==> src/rtl/index_stream_decoder_if.sv <==
// index_stream_decoder_if: index-beat input and frame-result output bundle for index_stream_decoder
// slave: decoder side (drives in_ready and all out_* results); master: producer/consumer side.
interface index_stream_decoder_if #(
  parameter int OUTPUT_BIT = 8,
  parameter int INPUT_BIT = $clog2(OUTPUT_BIT),
  parameter int CNT_BIT = 8
);
  logic in_valid;
  logic in_ready;
  logic [INPUT_BIT-1:0] in_idx;
  logic in_last;
  logic out_valid;
  logic out_ready;
  logic [OUTPUT_BIT-1:0] out_vec;
  logic [CNT_BIT-1:0] out_cnt;
  logic dup_err;
  logic range_err;
  modport slave (
    input in_valid, in_idx, in_last, out_ready,
    output in_ready, out_valid, out_vec, out_cnt, dup_err, range_err
  );
  modport master (
    output in_valid, in_idx, in_last, out_ready,
    input in_ready, out_valid, out_vec, out_cnt, dup_err, range_err
  );
endinterface

==> src/rtl/index_stream_decoder.sv <==
// index_stream_decoder: OR-accumulates one-hot decoded index beats into a vector per frame
// Ports: clk; rst_n (async active-low); bus (slave modport) carrying in_valid/in_ready/in_idx/in_last
// beats and the registered out_valid/out_ready result with out_vec, out_cnt (saturating), dup_err, range_err.
// Optional macro DEC_BACKTOBACK_EN: accept the next frame's first beat in the output handshake cycle.
module index_stream_decoder #(
  parameter int OUTPUT_BIT = 8,
  parameter int INPUT_BIT = $clog2(OUTPUT_BIT),
  parameter int CNT_BIT = 8
) (
  input logic clk,
  input logic rst_n,
  index_stream_decoder_if.slave bus
);
  typedef enum logic {ACCUM, HOLD} state_t;
  localparam logic [INPUT_BIT:0] LIMIT = (INPUT_BIT+1)'(OUTPUT_BIT);
  state_t state;
  logic [OUTPUT_BIT-1:0] acc, onehot, acc_n;
  logic [CNT_BIT-1:0] cnt, cnt_n;
  logic dup, rng, bad_idx, dup_n, rng_n, take, drain;
  // acc/cnt/flags are zeroed when a frame is loaded, so in HOLD they already
  // describe an empty frame and a back-to-back beat starts from scratch.
  always_comb begin
    bad_idx = {1'b0, bus.in_idx} >= LIMIT;
    onehot = bad_idx ? '0 : OUTPUT_BIT'(1) << bus.in_idx;
    acc_n = acc | onehot;
    cnt_n = &cnt ? cnt : cnt + 1'b1;
    dup_n = dup | (|(acc & onehot));
    rng_n = rng | bad_idx;
  end
  assign drain = state == HOLD && bus.out_ready;
`ifdef DEC_BACKTOBACK_EN
  assign bus.in_ready = state == ACCUM || bus.out_ready;
`else
  assign bus.in_ready = state == ACCUM;
`endif
  assign take = bus.in_valid && bus.in_ready;
  always_ff @(posedge clk or negedge rst_n)
    if (!rst_n) begin
      state <= ACCUM;
      acc <= '0;
      cnt <= '0;
      dup <= 1'b0;
      rng <= 1'b0;
      bus.out_valid <= 1'b0;
      bus.out_vec <= '0;
      bus.out_cnt <= '0;
      bus.dup_err <= 1'b0;
      bus.range_err <= 1'b0;
    end else begin
      if (drain) begin
        state <= ACCUM;
        bus.out_valid <= 1'b0;
      end
      if (take && bus.in_last) begin
        state <= HOLD;
        bus.out_valid <= 1'b1;
        bus.out_vec <= acc_n;
        bus.out_cnt <= cnt_n;
        bus.dup_err <= dup_n;
        bus.range_err <= rng_n;
        acc <= '0;
        cnt <= '0;
        dup <= 1'b0;
        rng <= 1'b0;
      end else if (take) begin
        acc <= acc_n;
        cnt <= cnt_n;
        dup <= dup_n;
        rng <= rng_n;
      end
    end
endmodule
==> src/flat_wrapper.sv <==
// flat-port wrapper written by rule: the top's interface ports become plain ports
module index_stream_decoder_flat 
#(
  parameter int OUTPUT_BIT = 8,
  parameter int INPUT_BIT = $clog2(OUTPUT_BIT),
  parameter int CNT_BIT = 8
)
  (clk, rst_n, bus_in_valid, bus_in_idx, bus_in_last, bus_out_ready, bus_in_ready, bus_out_valid, bus_out_vec, bus_out_cnt, bus_dup_err, bus_range_err);
  index_stream_decoder_if #(.OUTPUT_BIT(OUTPUT_BIT), .INPUT_BIT(INPUT_BIT), .CNT_BIT(CNT_BIT)) bus_i ();
  input logic clk;
  input logic rst_n;
  input wire logic [$bits(bus_i.in_valid)-1:0] bus_in_valid;
  input wire logic [$bits(bus_i.in_idx)-1:0] bus_in_idx;
  input wire logic [$bits(bus_i.in_last)-1:0] bus_in_last;
  input wire logic [$bits(bus_i.out_ready)-1:0] bus_out_ready;
  output wire logic [$bits(bus_i.in_ready)-1:0] bus_in_ready;
  output wire logic [$bits(bus_i.out_valid)-1:0] bus_out_valid;
  output wire logic [$bits(bus_i.out_vec)-1:0] bus_out_vec;
  output wire logic [$bits(bus_i.out_cnt)-1:0] bus_out_cnt;
  output wire logic [$bits(bus_i.dup_err)-1:0] bus_dup_err;
  output wire logic [$bits(bus_i.range_err)-1:0] bus_range_err;
  assign bus_i.in_valid = bus_in_valid;
  assign bus_i.in_idx = bus_in_idx;
  assign bus_i.in_last = bus_in_last;
  assign bus_i.out_ready = bus_out_ready;
  assign bus_in_ready = bus_i.in_ready;
  assign bus_out_valid = bus_i.out_valid;
  assign bus_out_vec = bus_i.out_vec;
  assign bus_out_cnt = bus_i.out_cnt;
  assign bus_dup_err = bus_i.dup_err;
  assign bus_range_err = bus_i.range_err;
  index_stream_decoder #(.OUTPUT_BIT(OUTPUT_BIT), .INPUT_BIT(INPUT_BIT), .CNT_BIT(CNT_BIT)) u_core (.clk(clk), .rst_n(rst_n), .bus(bus_i));
endmodule
==> config.mk <==
export PLATFORM = sky130hd
export DESIGN_NAME = index_stream_decoder_flat
export DESIGN_NICKNAME = d
export VERILOG_FILES = /design/src/rtl/index_stream_decoder_if.sv /design/src/rtl/index_stream_decoder.sv /design/src/flat_wrapper.sv
export SDC_FILE = /design/constraint.sdc
export NUM_CORES = 1
export LEC_CHECK = 0
export CORE_MARGIN = 4
export CORE_UTILIZATION = 55
export DETAILED_ROUTE_END_ITERATION = 8
export GPL_ROUTABILITY_DRIVEN = 0
export PLACE_DENSITY_LB_ADDON = 0.05
export SYNTH_ARGS = -nofsm -noshare
export SYNTH_HDL_FRONTEND = slang
export SYNTH_SLANG_ARGS = --single-unit
==> constraint.sdc <==
create_clock -name clk -period 4.3 [get_ports clk]
set_input_delay 0.645 -clock clk [delete_from_list [all_inputs] [get_ports clk]]
set_output_delay 0.645 -clock clk [all_outputs]
set_load 0.01 [all_outputs]
# Word level (Yosys, flattened, before mapping)
# Index checks and enable logic that the tools add are counted.
# op_classes
addsub	1
n_reduce_logical	7
bitwise	4
shifts	1
mux	9
# ops
cell	n
$mux W8	5
$add A8 B1 Y8 const B	1
$and A8 B8 Y8	1
$or A8 B8 Y8	1
$reduce_and A8 Y1	1
$reduce_or A8 Y1	1
$shl A1 B3 Y8 const A	1
$mux W1	4
$reduce_bool A2 Y1	2
$logic_and A1 B1 Y1	3
$not A1 Y1	1
$or A1 B1 Y1	1
# totals
wordCells	29
regBits	35
inputBits	8
output_inout_bits	20

# Logic depth before layout (Yosys ltp)
# Gate-level depths: netlist of run 1.
# depth
depth_word	6
depth_mapped	5
depth_no_buf	5

# Least setup slack after synthesis of run 1
# Ideal clock, no wire load.
# synth_path
path_kind	flip-flop to flip-flop
from	register u_core.cnt[0]
to	register u_core.bus.out_cnt[1]
path_slack_ns	2.770
required_time_ns	4.180
synth_period_minus_slack_ns	1.530
arrival_ns	1.410
setup_ns	0.120
path_stages_with_launch	6
n_path_buf	0
path_cell_list	dfrtp_1 > ha_1 > nand2_4 > nor3_4 > mux2i_1 > o21ai_2
# synth_between
elab_chain_cells	2
word_cells_on_any_way	3
cone_classes	1 x add/sub; 1 x mux; 1 x reduce/logical
# synth_lines
element	line_no	source
start, declared	index_stream_decoder.sv:18	logic [CNT_BIT-1:0] cnt, cnt_n;
start signal, assigned	index_stream_decoder.sv:67	cnt <= cnt_n;
$add A8 B1 Y8 or $reduce_and A8 Y1 (tied branches)	index_stream_decoder.sv:26	cnt_n = &cnt ? cnt : cnt + 1'b1;
$mux W8 *	index_stream_decoder.sv:26	
end signal, assigned	index_stream_decoder.sv:58	bus.out_cnt <= cnt_n;
end, declared	index_stream_decoder_if.sv:20	output in_ready, out_valid, out_vec, out_cnt, dup_err, range_err
# Mark *: on every way between the ends. The rest lies on a longest branch, timed or not.
# A chain may end at the register's enable or synchronous reset.

# Worst setup path in the final report of run 1
# layout_path
from	input port bus_in_valid
to	register u_core.bus.out_cnt[3]
# layout_between
elab_chain_cells	2
# layout_lines
element	line_no	source
start, declared	flat_wrapper.sv:12	input wire logic [$bits(bus_i.in_valid)-1:0] bus_in_valid;
$logic_and A1 B1 Y1	index_stream_decoder.sv:36	assign take = bus.in_valid && bus.in_ready;
$logic_and A1 B1 Y1	index_stream_decoder.sv:54	if (take && bus.in_last) begin
# Every way passes these cells.

==> results of run 1 <==
## cell usage after synthesis, drive strengths merged, types with 2 or more instances
| master | n | area, um^2 |
|---|---|---|
| dfrtp | 35 | 876 |
| nand2 | 23 | 93.8 |
| nor2 | 21 | 81.3 |
| a21oi | 16 | 80.1 |
| o21ai | 16 | 83.8 |
| a31oi | 11 | 68.8 |
| buf | 6 | 41.3 |
| nor3 | 6 | 41.3 |
| clkbuf | 5 | 28.8 |
| mux2i | 5 | 50.1 |
| o31ai | 5 | 42.5 |
| nand3 | 4 | 32.5 |
| inv | 3 | 11.3 |
| nor2b | 3 | 21.3 |
| a41oi | 2 | 17.5 |
| and3 | 2 | 12.5 |
| o41ai | 2 | 17.5 |
## power by group through the flow
stage	logic (mW)	clock network [mW]	registers, mW
detailed placement	0.217	0	0.441
finish	0.216	0.175	0.434
global route	0.241	0.202	0.444
floorplan	0.106	0	0.443
CTS	0.219	0.182	0.434
global placement	0.213	0	0.437
## worst max-delay path, stage by stage
cell and delay (ps):
clkdlybuf4s50_1 470, nor2b_2 420, nand2_1 690, o31ai_2 450
## per-layer routing
layer / track usage / wire length [um] / vias to the layer above
li1: - / - / 685
met1: 0.262 / 1690 / 633
met2: 0.274 / 1520 / 51
met3: 0.0439 / 220 / 7
met4: 0.0809 / 68 / 0
met5: 0 / 0 / -
## through the flow
stage               area (um^2)  power, mW
finish                     2010      0.825
global route               2010      0.887
CTS                        2010      0.835
detailed placement         1960      0.659
global placement           1960      0.650
floorplan                  1720      0.549
## cell families (layout without fill, tap and decap cells)
group                      Yosys count  after routing  synth area share
and+or+nand+nor                     63             63             0.182
buffers and inverters               15             37            0.0540
other                                1              1           0.00219
AOI/OAI and AO/OA                   58             58             0.209
adders and majority gates            1              1           0.00729
xor gates and xnor gates             1              1           0.00511
DFF                                 35             35             0.511
muxes                                5              5            0.0292
## how the worst min path moves through the flow
stage                                                   end  slack (ps)
final                     u_core.bus.out_vec[2]$_DFFE_PN0P_         490
after global routing      u_core.bus.out_cnt[4]$_DFFE_PN0P_         520
after CTS                 u_core.bus.out_vec[2]$_DFFE_PN0P_         490
after detailed placement  u_core.bus.out_vec[2]$_DFFE_PN0P_         470
after global placement    u_core.bus.out_cnt[2]$_DFFE_PN0P_         460
after floorplan                   u_core.acc[0]$_DFFE_PN0P_         350
## layout make-up
class | count | area share
sequential | 35 | 0.435
multi-input combinational | 129 | 0.371
timing repair buffer | 27 | 0.133
tap | 44 | 0.0273
clock buffer | 6 | 0.0255
inverter | 3 | 0.00559
clock inverter | 1 | 0.00249
## sequential cells by signal, summed over array words and instances (netlist names)
name                  count
u_core.acc                8
u_core.bus.out_cnt        8
u_core.bus.out_vec        8
u_core.cnt                8
u_core.bus.dup_err        1
u_core.bus.out_valid      1
u_core.dup                1
## cell usage in the layout, fill, tap and decap left out, drive strengths merged, types with 2 or more instances in the layout
cell type	count
o21ai	16
mux2i	5
nor2b	3
nand3	4
inv	3
clkbuf	6
a31oi	11
and3	2
clkdlybuf4s50	26
o31ai	5
dfrtp	35
nand2	23
o41ai	2
nor3	6
a21oi	16
nor2	21
a41oi	2
==> flow_metrics.env, run 1 <==
export IMPL_outcome="completed"
export IMPL_hold_violations=0
export IMPL_drt_first_pass_iters=4
export IMPL_period_share=0.571
export IMPL_syn_area_um2=1720
export IMPL_cp_arrival_ps=2670
export IMPL_r2r_start="u_core.bus.out_valid$_DFFE_PN0P_"
export IMPL_ys_flop_type="dfrtp_1"
export IMPL_fin_nets=210
export IMPL_die_h_um=63.8
export IMPL_coreArea_um2=3030
export IMPL_wl_per_cell_um=14.3
export IMPL_final_cells=245
export IMPL_min_path_type="register to register"
export IMPL_p_comb_frac=0.261
export IMPL_intPower_mw=0.569
export IMPL_setup_ws_ps=1850
export IMPL_finalMaxSlewViolations=0
export IMPL_num_vias=1376
export IMPL_cts_resized=0
export IMPL_period_minus_slack_ps=2450
export IMPL_dp_hpwl_um=2500
export IMPL_start_kind="input pin"
export IMPL_crit_fanout=33
export IMPL_start_util=0.567
export IMPL_seqCellArea_um2=876
export IMPL_worst_r2r_setup_slack_ps=2240
export IMPL_swShare=0.310
export IMPL_min_path_cells=2
export IMPL_powerDensity_nw_per_um2=410
export IMPL_setup_viol=0
export IMPL_fin_util=0.665
export IMPL_rsz0062_at_grt="no"
export IMPL_grt_pass1_vias=1292
export IMPL_drtIter0Drc=96
export IMPL_pin_count=28
export IMPL_cts_inserted_buffers=5
export IMPL_ir_worst_vdd_uv=210
export IMPL_cp_startpoint="bus_in_valid"
export IMPL_die_area_um2=4080
export IMPL_clk_pin_slew_ps=100
export IMPL_pwr_share_clk=0.213
export IMPL_clk_latency_ps=320
export IMPL_rr_endpoint="u_core.bus.out_cnt[3]$_DFFE_PN0P_"
export IMPL_drive_gt1_frac=0.0796
export IMPL_syn_instance_count=179
export IMPL_worst_clock_skew_ps=7.68
export IMPL_multi_input_area_um2=747
export IMPL_setup_tns_ps=0
export IMPL_grt_use_total=0.186
export IMPL_critical_path_required_ps=4520
export IMPL_die_width_um=63.8
export IMPL_p_leak_nw=0.885
export IMPL_seqPwrFrac=0.526
export IMPL_netSwitchingPower_mw=0.256
export IMPL_dp_cells=238
export IMPL_worst_setup_path_end_kind="register"
export IMPL_cts_root_buf="clkbuf_4"
export IMPL_critPathKind="input pin to register"
export IMPL_clock_path_buffers=2
export IMPL_portBuffers=26
export IMPL_grt_max_degree=36
export IMPL_viasPerCell=5.62
export IMPL_fillers=259
export IMPL_pre_cts_slack_ps=1530
export IMPL_cts_tree="yes"
export IMPL_ant_nets=0
export IMPL_cap_viol_max_count=0
export IMPL_synthArstFlopShare=1.00
export IMPL_remaining_drc_errors=0
export IMPL_h_tree_depth=2
export IMPL_tightest_slew_ps=971
export IMPL_slew_headroom=0.351
export IMPL_hold_buffers=0
export IMPL_seq_area_frac_synth=0.511
export IMPL_area_growth_syn_to_layout_pct=17.4
export IMPL_placementRows=20
export IMPL_hold_start="u_core.bus.out_vec[2]$_DFFE_PN0P_"
export IMPL_synth_nets=188
export IMPL_rr_worst_depth=3
export IMPL_cts_sinks=35
export IMPL_grt_pass1_wl_um=5990
export IMPL_antenna_found_initial=0
export IMPL_num_antenna_cells=0
export IMPL_synth_distinct_cells=41
export IMPL_whs_ps=485
export IMPL_post_cts_buffers=0
export IMPL_avgSynthCellArea_um2=9.58
export IMPL_worstSetupEndpoint="u_core.bus.out_cnt[3]$_DFFE_PN0P_"
export IMPL_fmax_mhz=408
export IMPL_synth_edf_count=0
export IMPL_wirelength_um=3490
export IMPL_gr_total_overflow=0
export IMPL_synth_warnings=0
export IMPL_ys_ff_latch=35
Note: power is estimated with default switching activity, not from simulation.
==> run 2: changes to the inputs <==
--- a/config.mk
+++ b/config.mk
@@ -6,7 +6,7 @@
 export NUM_CORES = 1
 export LEC_CHECK = 0
 export CORE_MARGIN = 4
-export CORE_UTILIZATION = 55
+export CORE_UTILIZATION = 47
 export DETAILED_ROUTE_END_ITERATION = 8
 export GPL_ROUTABILITY_DRIVEN = 0
 export PLACE_DENSITY_LB_ADDON = 0.05
==> constraint.sdc (replaced) <==
create_clock -name clk -period 2.08 [get_ports clk]
set_input_delay 0.312 -clock clk [delete_from_list [all_inputs] [get_ports clk]]
set_output_delay 0.312 -clock clk [all_outputs]
set_load 0.01 [all_outputs]
==> run 2 against run 1 <==
Against the previous run:
- final cell count grew 4.1%
- setup slack lost 1600 ps
- clock skew shrank 4.7 ps
- non-clock buffer count grew 7
- design area grew 6.4%
- wire length grew 5.7%
- utilization shrank 4.3 points
- critical path depth grew 1
- sequential share of layout area shrank 2.6 points
- combinational power grew 120%
==> flow_metrics.env, run 2 (synthesis gave the netlist of run 1 again) <==
export IMPL_outcome="completed"
export IMPL_cp_arrival_ps=1960
export IMPL_min_path_type="input pin to asynchronous set/reset pin"
export IMPL_cts_inserted_buffers=5
export IMPL_cts_sinks=35
export IMPL_crit_chain="ha_1, nand2_4, nor3_4, mux2i_1, o21ai_2"
export IMPL_wirelength_um=3690
export IMPL_grt_use_total=0.183
export IMPL_placementRows=21
export IMPL_place_area_um2=2020
export IMPL_cap_viol_max_count=0
export IMPL_period_share=0.865
export IMPL_worst_setup_path_end_kind="register"
export IMPL_pre_cts_slack_ps=264
export IMPL_grt_pass1_vias=1386
export IMPL_wl_met1_um=1830
export IMPL_clk_pin_slew_ps=70
export IMPL_powerDensity_nw_per_um2=928
export IMPL_drt_first_pass_iters=4
export IMPL_portBuffers=26
export IMPL_max_stage_delay_ps=460
export IMPL_finalMaxSlewViolations=0
export IMPL_antenna_found_initial=0
export IMPL_critPathKind="register to register"
export IMPL_num_antenna_cells=0
export IMPL_fin_util=0.622
export IMPL_period_minus_slack_ps=1800
export IMPL_rsz0062_at_grt="no"
export IMPL_ant_nets=0
export IMPL_grt_pass1_wl_um=6390
export IMPL_viasPerCell=5.60
export IMPL_hold_violations=0
export IMPL_drive_gt1_frac=0.115
export IMPL_cts_root_buf="clkbuf_8"
export IMPL_cts_tree="yes"
export IMPL_slowest_stage="dfrtp_1"
export IMPL_grt_max_degree=36
export IMPL_hold_buffers=0
export IMPL_post_cts_buffers=0
export IMPL_dp_cells=247
export IMPL_num_vias=1428
export IMPL_clock_path_buffers=2
export IMPL_ir_worst_vdd_uv=675
export IMPL_final_common_cell="dfrtp_1"
export IMPL_start_kind="register"
export IMPL_die_h_um=68.4
export IMPL_crit_fanout=7
export IMPL_drtIter0Drc=85
export IMPL_cts_resized=0
export IMPL_clk_latency_ps=280
export IMPL_remaining_drc_errors=0
export IMPL_final_cells=255
export IMPL_die_area_um2=4680
export IMPL_h_tree_depth=2
export IMPL_pin_count=28
export IMPL_route_met2_wl_um=1590
export IMPL_wl_per_cell_um=14.5
export IMPL_wl_met3_um=250
export IMPL_start_util=0.498
export IMPL_final_area_um2=2140
export IMPL_critical_path_required_ps=2240
export IMPL_final_cell_mix="dfrtp_1 (35), clkdlybuf4s50_1 (26), nand2_1 (22), nor2_1 (20), a21oi_1 (16)"
export IMPL_setup_viol=0
export IMPL_worst_clock_skew_ps=2.94
export IMPL_setup_tns_ps=0
export IMPL_maxUsedRoutingLayer="met4"
export IMPL_dp_hpwl_um=2680
export IMPL_fin_nets=217
export IMPL_fmax_mhz=556
export IMPL_coreArea_um2=3440
export IMPL_gr_total_overflow=0
export IMPL_p_leak_nw=0.952
export IMPL_area_growth_syn_to_layout_pct=24.9
export IMPL_die_width_um=68.4
export IMPL_setup_ws_ps=280
export IMPL_worst_r2r_setup_slack_ps=280
==> run 2: cell type report <==
cell class,count,area [um^2]
clock buffer,6,82.6
multi-input combinational,129,747
timing repair buffer,34,333
fill,310,1300
inverter,3,11.3
tap,46,57.6
sequential,35,876
clock inverter,2,35.0
==> run 2: power breakdown <==
part	total, mW	switching (mW)	internal [mW]
combinational	0.479	0.234	0.245
sequential	0.894	0.0993	0.795
clock	0.614	0.227	0.387
total	1.99	0.560	1.43
==> run 2: final timing paths <==
kind,end,start,depth (start not counted)
max,u_core.bus.out_cnt[1]$_DFFE_PN0P_,u_core.cnt[1]$_DFFE_PN0P_,5
min,u_core.bus.out_vec[4]$_DFFE_PN0P_,rst_n,2
max reg2reg,u_core.bus.out_cnt[1]$_DFFE_PN0P_,u_core.cnt[1]$_DFFE_PN0P_,5
min reg2reg,u_core.bus.out_cnt[0]$_DFFE_PN0P_,u_core.bus.out_cnt[0]$_DFFE_PN0P_,2
max in group asynchronous,u_core.bus.out_cnt[2]$_DFFE_PN0P_,rst_n,2
min in group clk,u_core.bus.out_cnt[0]$_DFFE_PN0P_,u_core.bus.out_cnt[0]$_DFFE_PN0P_,2
==> run 2: worst max-delay path, delay by kind of cell (launching register included) <==
kind	cells	cell delay [ps]
and+or+nand+nor	2	500
adders and majority gates	1	350
muxes	1	320
DFF	1	460
AOI/OAI and AO/OA	1	70
==> run 2: routing by layer <==
metal,GRT usage,vias to the layer above
met5,0,-
met4,0.0571,0
met3,0.0542,4
met2,0.263,47
met1,0.262,681
li1,-,696
==> run 2: per-stage QoR <==
stage / hold slack (ps) / total power, mW
finish: 444 / 1.99
global route: 482 / 2.10
CTS: 451 / 2.00
detailed placement: 469 / 1.38
global placement: 460 / 1.37
floorplan: 16.4 / 1.14
